## config.mk

```make
export PLATFORM = sky130hd
export DESIGN_NAME = systolic_sched_flat
export DESIGN_NICKNAME = d
export VERILOG_FILES = /design/src/rtl/systolic_pkg.sv /design/src/rtl/systolic_sched_if.sv /design/src/rtl/sched_counter.sv /design/src/rtl/systolic_sched.sv /design/src/flat_wrapper.sv
export SDC_FILE = /design/constraint.sdc
export NUM_CORES = 1
export LEC_CHECK = 0
export ABC_CLOCK_PERIOD_IN_PS = 5000
export CAP_MARGIN = 0
export CORE_ASPECT_RATIO = 1.75
export CORE_UTILIZATION = 40
export DETAILED_ROUTE_END_ITERATION = 10
export DONT_BUFFER_PORTS = 1
export PLACE_DENSITY = 0.55
export SLEW_MARGIN = 20
export SYNTH_ARGS = -nofsm -noshare
export SYNTH_HDL_FRONTEND = slang
export SYNTH_SLANG_ARGS = --single-unit
```

## constraint.sdc

```tcl
create_clock -name clk_i -period 5 [get_ports clk_i]
set_input_delay 0.75 -clock clk_i [delete_from_list [all_inputs] [get_ports clk_i]]
set_output_delay 0.75 -clock clk_i [all_outputs]
set_load 0.05 [all_outputs]
```

## src/rtl/systolic_pkg.sv

```systemverilog
// Shared types and size helpers for the systolic array sequencing controller.
// Latency: n/a (types and constant functions only).
// Backpressure: n/a.
package systolic_pkg;

  typedef enum logic [2:0] {
    S_IDLE,
    S_LOAD,
    S_COMPUTE,
    S_DRAIN,
    S_DONE
  } sched_state_e;

  // A operands then B operands, both row-major.
  function automatic int beat_count(input int array_width, input int array_height);
    return 2 * array_width * array_height;
  endfunction

  // The C matrix is square in the array height.
  function automatic int result_count(input int array_height);
    return array_height * array_height;
  endfunction

  // Wide enough to hold the terminal count itself; never narrower than one bit.
  function automatic int cnt_width(input int terminal);
    return (terminal < 1) ? 1 : $clog2(terminal + 1);
  endfunction

endpackage

```

## src/rtl/systolic_sched_if.sv

```systemverilog
// Host, operand and result handshake bundle around the sequencing controller.
// Latency: n/a (wires only).
// Backpressure: carried by the ready/yumi signals in the bundle.
interface systolic_sched_if #(
  parameter int width_p        = 8,
  parameter int array_height_p = 8
);
  localparam int idx_w_lp = $clog2(array_height_p);

  logic                start_i;
  logic                busy_o;
  logic                done_o;
  logic                err_o;
  logic                op_valid_i;
  logic [width_p-1:0]  op_data_i;
  logic                op_ready_o;
  logic                arr_en_o;
  logic                arr_flush_o;
  logic                arr_valid_o;
  logic [width_p-1:0]  arr_data_o;
  logic                arr_ready_i;
  logic                arr_valid_i;
  logic [width_p-1:0]  arr_data_i;
  logic                arr_yumi_o;
  logic                res_valid_o;
  logic [width_p-1:0]  res_data_o;
  logic [idx_w_lp-1:0] res_row_o;
  logic [idx_w_lp-1:0] res_col_o;
  logic                res_ready_i;

  // Controller side.
  modport master (
    input  start_i, op_valid_i, op_data_i, arr_ready_i, arr_valid_i, arr_data_i, res_ready_i,
    output busy_o, done_o, err_o, op_ready_o, arr_en_o, arr_flush_o, arr_valid_o, arr_data_o,
           arr_yumi_o, res_valid_o, res_data_o, res_row_o, res_col_o
  );

  // Host / array side.
  modport slave (
    output start_i, op_valid_i, op_data_i, arr_ready_i, arr_valid_i, arr_data_i, res_ready_i,
    input  busy_o, done_o, err_o, op_ready_o, arr_en_o, arr_flush_o, arr_valid_o, arr_data_o,
           arr_yumi_o, res_valid_o, res_data_o, res_row_o, res_col_o
  );

endinterface

```

## src/rtl/sched_counter.sv

```systemverilog
// Up-counter with synchronous clear/enable and an equality terminal-count flag.
// Latency: count updates one edge after en_i; tc_o is combinational on the count.
// Backpressure: none; the owner gates en_i.
module sched_counter #(
  parameter int width_p = 8,
  parameter int limit_p = 1
) (
  input  logic               clk_i,
  input  logic               reset_ni,
  input  logic               clr_i,
  input  logic               en_i,
  output logic [width_p-1:0] count_o,
  output logic               tc_o
);
  localparam logic [width_p-1:0] limit_lp = width_p'(limit_p);

  // Clear has priority over enable so a wrap-and-count cycle reads as a wrap.
  always_ff @(posedge clk_i) begin
    if (!reset_ni)  count_o <= '0;
    else if (clr_i) count_o <= '0;
    else if (en_i)  count_o <= count_o + width_p'(1);
  end

  assign tc_o = (count_o == limit_lp);

endmodule

```

## src/rtl/systolic_sched.sv

```systemverilog
// Sequences one job: load A/B beats, wait a fixed compute interval, drain C tagged by row/col.
// Latency: zero-cycle pass-through on both streams; control outputs registered off the FSM.
// Backpressure: arr_ready_i stalls the operand stream, res_ready_i stalls arr_yumi_o.
// Optional drain watchdog with err_o reporting: define SYSTOLIC_SCHED_TIMEOUT_EN.
module systolic_sched
  import systolic_pkg::*;
#(
  parameter int width_p          = 8,
  parameter int array_width_p    = 8,
  parameter int array_height_p   = 8,
  parameter int compute_cycles_p = 24,
  parameter int timeout_cycles_p = 256
) (
  input logic clk_i,
  input logic reset_ni,
  systolic_sched_if.master bus
);
  localparam int beats_lp   = beat_count(array_width_p, array_height_p);
  localparam int beat_w_lp  = cnt_width(beats_lp);
  localparam int cmp_w_lp   = cnt_width(compute_cycles_p);
  localparam int cmp_lim_lp = (compute_cycles_p > 0) ? compute_cycles_p - 1 : 0;
  localparam int idx_w_lp   = $clog2(array_height_p);

  sched_state_e state_q, state_n;
  logic busy_q, done_q, en_q, flush_q;
  logic in_load, in_drain, start_acc, beat_fire, res_fire;
  logic beat_tc, cmp_tc, col_tc, row_tc, timeout;
  logic [beat_w_lp-1:0] unused_beat_cnt;
  logic [cmp_w_lp-1:0]  unused_cmp_cnt;
  logic [idx_w_lp-1:0]  row_cnt, col_cnt;

  assign in_load   = (state_q == S_LOAD);
  assign in_drain  = (state_q == S_DRAIN);
  assign start_acc = (state_q == S_IDLE) && bus.start_i;
  assign beat_fire = in_load && bus.op_valid_i && bus.arr_ready_i;
  assign res_fire  = in_drain && bus.arr_valid_i && bus.res_ready_i;

  sched_counter #(.width_p(beat_w_lp), .limit_p(beats_lp - 1)) u_beat (
    .clk_i, .reset_ni, .clr_i(start_acc), .en_i(beat_fire),
    .count_o(unused_beat_cnt), .tc_o(beat_tc)
  );

  sched_counter #(.width_p(cmp_w_lp), .limit_p(cmp_lim_lp)) u_cmp (
    .clk_i, .reset_ni, .clr_i(start_acc), .en_i(state_q == S_COMPUTE),
    .count_o(unused_cmp_cnt), .tc_o(cmp_tc)
  );

  // Column wraps on its last value; row only advances on a column wrap and parks on its last value.
  sched_counter #(.width_p(idx_w_lp), .limit_p(array_height_p - 1)) u_col (
    .clk_i, .reset_ni, .clr_i(start_acc || (res_fire && col_tc)), .en_i(res_fire),
    .count_o(col_cnt), .tc_o(col_tc)
  );

  sched_counter #(.width_p(idx_w_lp), .limit_p(array_height_p - 1)) u_row (
    .clk_i, .reset_ni, .clr_i(start_acc), .en_i(res_fire && col_tc && !row_tc),
    .count_o(row_cnt), .tc_o(row_tc)
  );

`ifdef SYSTOLIC_SCHED_TIMEOUT_EN
  localparam int wd_w_lp = cnt_width(timeout_cycles_p);
  logic [wd_w_lp-1:0] unused_wd_cnt;
  logic               err_q;

  // Counts consecutive DRAIN cycles without a result handshake.
  sched_counter #(.width_p(wd_w_lp), .limit_p(timeout_cycles_p)) u_wd (
    .clk_i, .reset_ni, .clr_i(!in_drain || res_fire), .en_i(in_drain),
    .count_o(unused_wd_cnt), .tc_o(timeout)
  );

  // Sticky timeout flag, cleared only by an accepted start.
  always_ff @(posedge clk_i) begin
    if (!reset_ni)                               err_q <= 1'b0;
    else if (start_acc)                          err_q <= 1'b0;
    else if (in_drain && !res_fire && timeout)   err_q <= 1'b1;
  end

  assign bus.err_o = err_q;
`else
  assign timeout   = 1'b0;
  assign bus.err_o = 1'b0;
`endif

  // Next-state selection; a handshake in the timeout cycle takes precedence over the watchdog.
  always_comb begin
    state_n = state_q;
    unique case (state_q)
      S_IDLE:    if (bus.start_i) state_n = S_LOAD;
      S_LOAD:    if (beat_fire && beat_tc) state_n = (compute_cycles_p == 0) ? S_DRAIN : S_COMPUTE;
      S_COMPUTE: if (cmp_tc) state_n = S_DRAIN;
      S_DRAIN:   if ((res_fire && row_tc && col_tc) || (!res_fire && timeout)) state_n = S_DONE;
      S_DONE:    state_n = S_IDLE;
      default:   state_n = S_IDLE;
    endcase
  end

  // State register with control outputs registered from the next state.
  always_ff @(posedge clk_i) begin
    if (!reset_ni) begin
      state_q <= S_IDLE;
      busy_q  <= 1'b0;
      done_q  <= 1'b0;
      en_q    <= 1'b0;
      flush_q <= 1'b0;
    end else begin
      state_q <= state_n;
      busy_q  <= (state_n == S_LOAD) || (state_n == S_COMPUTE) || (state_n == S_DRAIN);
      done_q  <= (state_n == S_DONE);
      en_q    <= (state_n != S_IDLE);
      flush_q <= (state_n == S_DRAIN);
    end
  end

  assign bus.busy_o      = busy_q;
  assign bus.done_o      = done_q;
  assign bus.arr_en_o    = en_q;
  assign bus.arr_flush_o = flush_q;

  assign bus.op_ready_o  = in_load && bus.arr_ready_i;
  assign bus.arr_valid_o = in_load && bus.op_valid_i;
  assign bus.arr_data_o  = in_load ? bus.op_data_i : '0;

  assign bus.res_valid_o = in_drain && bus.arr_valid_i;
  assign bus.res_data_o  = in_drain ? bus.arr_data_i : '0;
  assign bus.arr_yumi_o  = res_fire;
  assign bus.res_row_o   = in_drain ? row_cnt : '0;
  assign bus.res_col_o   = in_drain ? col_cnt : '0;

endmodule

```

## src/flat_wrapper.sv

```systemverilog
// flat-port wrapper written by rule: the top's interface ports become plain ports
module systolic_sched_flat import systolic_pkg::*;
#(
  parameter int width_p          = 8,
  parameter int array_width_p    = 8,
  parameter int array_height_p   = 8,
  parameter int compute_cycles_p = 24,
  parameter int timeout_cycles_p = 256
)
  (clk_i, reset_ni, bus_start_i, bus_op_valid_i, bus_op_data_i, bus_arr_ready_i, bus_arr_valid_i, bus_arr_data_i, bus_res_ready_i, bus_busy_o, bus_done_o, bus_err_o, bus_op_ready_o, bus_arr_en_o, bus_arr_flush_o, bus_arr_valid_o, bus_arr_data_o, bus_arr_yumi_o, bus_res_valid_o, bus_res_data_o, bus_res_row_o, bus_res_col_o);
  systolic_sched_if #(.width_p(width_p), .array_height_p(array_height_p)) bus_i ();
  input logic clk_i;
  input logic reset_ni;
  input wire logic [$bits(bus_i.start_i)-1:0] bus_start_i;
  input wire logic [$bits(bus_i.op_valid_i)-1:0] bus_op_valid_i;
  input wire logic [$bits(bus_i.op_data_i)-1:0] bus_op_data_i;
  input wire logic [$bits(bus_i.arr_ready_i)-1:0] bus_arr_ready_i;
  input wire logic [$bits(bus_i.arr_valid_i)-1:0] bus_arr_valid_i;
  input wire logic [$bits(bus_i.arr_data_i)-1:0] bus_arr_data_i;
  input wire logic [$bits(bus_i.res_ready_i)-1:0] bus_res_ready_i;
  output wire logic [$bits(bus_i.busy_o)-1:0] bus_busy_o;
  output wire logic [$bits(bus_i.done_o)-1:0] bus_done_o;
  output wire logic [$bits(bus_i.err_o)-1:0] bus_err_o;
  output wire logic [$bits(bus_i.op_ready_o)-1:0] bus_op_ready_o;
  output wire logic [$bits(bus_i.arr_en_o)-1:0] bus_arr_en_o;
  output wire logic [$bits(bus_i.arr_flush_o)-1:0] bus_arr_flush_o;
  output wire logic [$bits(bus_i.arr_valid_o)-1:0] bus_arr_valid_o;
  output wire logic [$bits(bus_i.arr_data_o)-1:0] bus_arr_data_o;
  output wire logic [$bits(bus_i.arr_yumi_o)-1:0] bus_arr_yumi_o;
  output wire logic [$bits(bus_i.res_valid_o)-1:0] bus_res_valid_o;
  output wire logic [$bits(bus_i.res_data_o)-1:0] bus_res_data_o;
  output wire logic [$bits(bus_i.res_row_o)-1:0] bus_res_row_o;
  output wire logic [$bits(bus_i.res_col_o)-1:0] bus_res_col_o;
  assign bus_i.start_i = bus_start_i;
  assign bus_i.op_valid_i = bus_op_valid_i;
  assign bus_i.op_data_i = bus_op_data_i;
  assign bus_i.arr_ready_i = bus_arr_ready_i;
  assign bus_i.arr_valid_i = bus_arr_valid_i;
  assign bus_i.arr_data_i = bus_arr_data_i;
  assign bus_i.res_ready_i = bus_res_ready_i;
  assign bus_busy_o = bus_i.busy_o;
  assign bus_done_o = bus_i.done_o;
  assign bus_err_o = bus_i.err_o;
  assign bus_op_ready_o = bus_i.op_ready_o;
  assign bus_arr_en_o = bus_i.arr_en_o;
  assign bus_arr_flush_o = bus_i.arr_flush_o;
  assign bus_arr_valid_o = bus_i.arr_valid_o;
  assign bus_arr_data_o = bus_i.arr_data_o;
  assign bus_arr_yumi_o = bus_i.arr_yumi_o;
  assign bus_res_valid_o = bus_i.res_valid_o;
  assign bus_res_data_o = bus_i.res_data_o;
  assign bus_res_row_o = bus_i.res_row_o;
  assign bus_res_col_o = bus_i.res_col_o;
  systolic_sched #(.width_p(width_p), .array_width_p(array_width_p), .array_height_p(array_height_p), .compute_cycles_p(compute_cycles_p), .timeout_cycles_p(timeout_cycles_p)) u_core (.clk_i(clk_i), .reset_ni(reset_ni), .bus(bus_i));
endmodule
```

==> metrics.md <==
| Metric | Value |
|---|---|
| R2r setup slk | `3.01 ns` |
| PwrDens | `249.9 nW/µm²` |
| Status | `completed` |
| Vias per std cell | `6.064` |
| CP startpoint kind | `flop` |
| Setup TNS | `0 ns` |
| Die height | `81.96 µm` |
| All-Layer GR Usage | `0.1731` |
| DIE WIDTH | `roughly 48 µm` |
| Combinational power share | `0.105` |
| Sw Pwr | `102.5 µW` |
| Starting density of the core | `0.4257` |
| Die footprint | `3909 µm²` |
| Post-CTS Setup Inserts | `0` |
| Drt wl/cell | `15.64 µm` |
| Yosys cell types | `39` |
| Initial DRC Count | `23` |
| Congestion Overflow GR | `0` |
| Num CTS Buffers | `3` |
| Area Growth Syn to Fin | `1.969%` |
| EDFF count, synth | `0` |
| CP endpoint kind | `output port` |
| Final Hold Fails | `0` |
| Sink Count | `26` |
| Core ar. | `3433 µm²` |
| Pins Over Slew Limit | `0` |
| Leakage | `0.0004895 µW` |
| CTS resizes | `0` |
| RSZ-0062 raised after global routing | `false` |
| Final WL | `roughly 3200 µm` |
| Fin area | `1490 µm²` |
| Sw frac | `0.2752` |
| Number of remaining DRC errors | `0` |
| Ratio of cells with drive above 1 in the final layout | `0.06289` |
| Synthesized cell area | `1461 µm²` |
| Via count | `1237` |
| First-pass GRT wire length | `4857 µm` |
| First-pass detailed-route iteration total | `4` |
| Peak VDD IR | `~0.00016 V` |
| DP Area | `1449 µm²` |
| Commonest non-fill, non-tap cell in the layout | `and2_1` |
| CTS tree | `done` |
| Crit Path Category | `flop to output port` |
| Rel. slew slack | `0.3568` |
| Post-Syn Instances | `167` |
| CP arrival | `2.12 ns` |
| Flop pwr share | `0.578` |
| Max FO, Critical Path | `12` |
| Hpwl dp | `about 2400 µm` |
| Int Pwr | `269.9 µW` |
| Fmax | `0.3485 GHz` |
| Hold bufs inserted after CTS | `0` |
| CTS Buffer Depth | `2` |
| Setup violators final | `0` |
| Seq/Total Area, Yosys | `0.3562` |
| Post-synthesis async set-or-reset flop share | `0` |
| Clk pwr share | `0.317` |
| Post-route antenna net violation count | `0` |
| Number of global-route vias before repair | `1120` |
| # port buffers | `0` |
| Hold Crit Class | `flop to flop` |
| Maxcap violations | `0` |
| Most frequent cells in the layout | `and2_1, dfxtp_1, a21oi_1, o31ai_1, nand4_1` |
| H-Tree Depth | `1` |
| Seq cells post-synth | `26` |
| Reg clk slew, reported paths | `0.09 ns` |
| Synth Warn # | `0` |
| Fin Clk Skew | `slightly above 0.009 ns` |
| Fin crit share | `0.5739` |
| Worst EP required | `between 4 and 5 ns` |
| Nets | `190` |
| Core Rows | `28` |
| Fin Hold WS | `just under 0.5 ns` |
| Initial antenna violation count | `0` |
| # IOs | `54` |
| Largest net degree at the start of global routing | `22` |
| N_diodes | `0` |
| Post-synth net total | `196` |
| Min cycle time layout | `2.869 ns` |
| Worst slew pin tran | `0.9613 ns` |
| Root Driver | `clkbuf_8` |
| GP Congestion | `0.7616` |
| Main flop type after synthesis | `dfxtp_1` |
| Syn avg cell area | `8.751 µm²` |
| Clk Latency, worst-skew pair | `0.28 ns` |
==> power groups by stage <==
stage / clock [µW] / sequential, µW / combinational (µW)
finish: 118 / 215 / 39.2
global route: 129 / 216 / 41.7
CTS: 119 / 215 / 39.4
detailed placement: 0 / 220 / 39.3
global placement: 0 / 220 / 39.0
floorplan: 0 / 219 / 40.3
==> synth_stat cells (3+ instances only) <==
cell      number  area share
and2_1        27        0.12
dfxtp_1       26        0.36
a21oi_1       15       0.051
o31ai_1        8       0.041
nand4_1        7       0.030
ha_1           6       0.051
o21ai_0        6       0.021
clkbuf_1       5       0.013
nand2_1        5       0.013
nand3_1        5       0.017
nor2_1         5       0.013
or4_1          5       0.026
inv_1          4       0.010
buf_4          3       0.015
mux2i_1        3       0.021
nand3b_1       3       0.015
nand4b_1       3       0.018
nor4_1         3       0.013
==> cell families after synthesis <==
kind of cell / count (synthesis) / synth area share
AOI/OAI and AO/OA: 34 / 0.1447
xor gates and xnor gates: 2 / 0.01199
adders and majority gates: 6 / 0.05137
buffers and inverters: 15 / 0.05736
DFF: 26 / 0.3562
muxes: 3 / 0.02055
other: 1 / 0.002566
and+or+nand+nor: 80 / 0.3553
==> metal layers <==
metal  vias to the layer above  global-route usage  share of wire  wire length, µm
met5                         -                   0              0                0
met4                         0             0.06944          0.016               51
met3                         5             0.01978          0.036              114
met2                        43              0.3311           0.57             1822
met1                       592              0.1739           0.38             1203
li1                        597                   -              -                -
==> through the flow <==
step,std cells,util,setup WS (ns),total power [µW]
after global placement,201,0.4220,2.570,258.9
after floorplan,167,-,2.668,258.9
after CTS,204,0.4340,2.144,373.7
final,204,0.4340,2.131,372.4
after global routing,204,0.4340,1.992,386.2
after detailed placement,201,0.4220,2.450,259.4
==> flip-flops by register name, summed over array words and instances, names as in the netlist <==
| name | flops |
|---|---|
| u_core.u_beat.count_o | 8 |
| u_core.u_cmp.count_o | 5 |
| u_core.state_q | 3 |
| u_core.u_col.count_o | 3 |
| u_core.u_row.count_o | 3 |
| u_core.bus.arr_en_o | 1 |
| u_core.bus.arr_flush_o | 1 |
| u_core.bus.busy_o | 1 |
| u_core.bus.done_o | 1 |
==> critical path, stage by stage, from the launching register on <==
cell     delay, ns
dfxtp_1       0.47
nor3b_1       0.81
and2_1        0.56
==> layout make-up <==
type / instances / area [µm²]
fillers: 371 / 1943
multi-input cells: 126 / 857.1
flip-flops and latches: 26 / 520.5
well taps: 45 / 56.30
clock buffers: 3 / 41.29
inverters: 4 / 15.01
==> path summary, 6_finish.rpt <==
check                                                       endpoint                            startpoint  cells after the start
worst max-delay path                               bus_arr_data_o[7]          u_core.state_q[0]$_SDFF_PN0_                      2
worst min-delay path            u_core.u_row.count_o[2]$_SDFFE_PP0P_  u_core.u_row.count_o[2]$_SDFFE_PP0P_                      2
worst max register to register     u_core.bus.arr_flush_o$_SDFF_PN0_          u_core.state_q[1]$_SDFF_PN0_                      3
worst min register to register  u_core.u_row.count_o[2]$_SDFFE_PP0P_  u_core.u_row.count_o[2]$_SDFFE_PP0P_                      2
(Power assumes the default switching activity.)
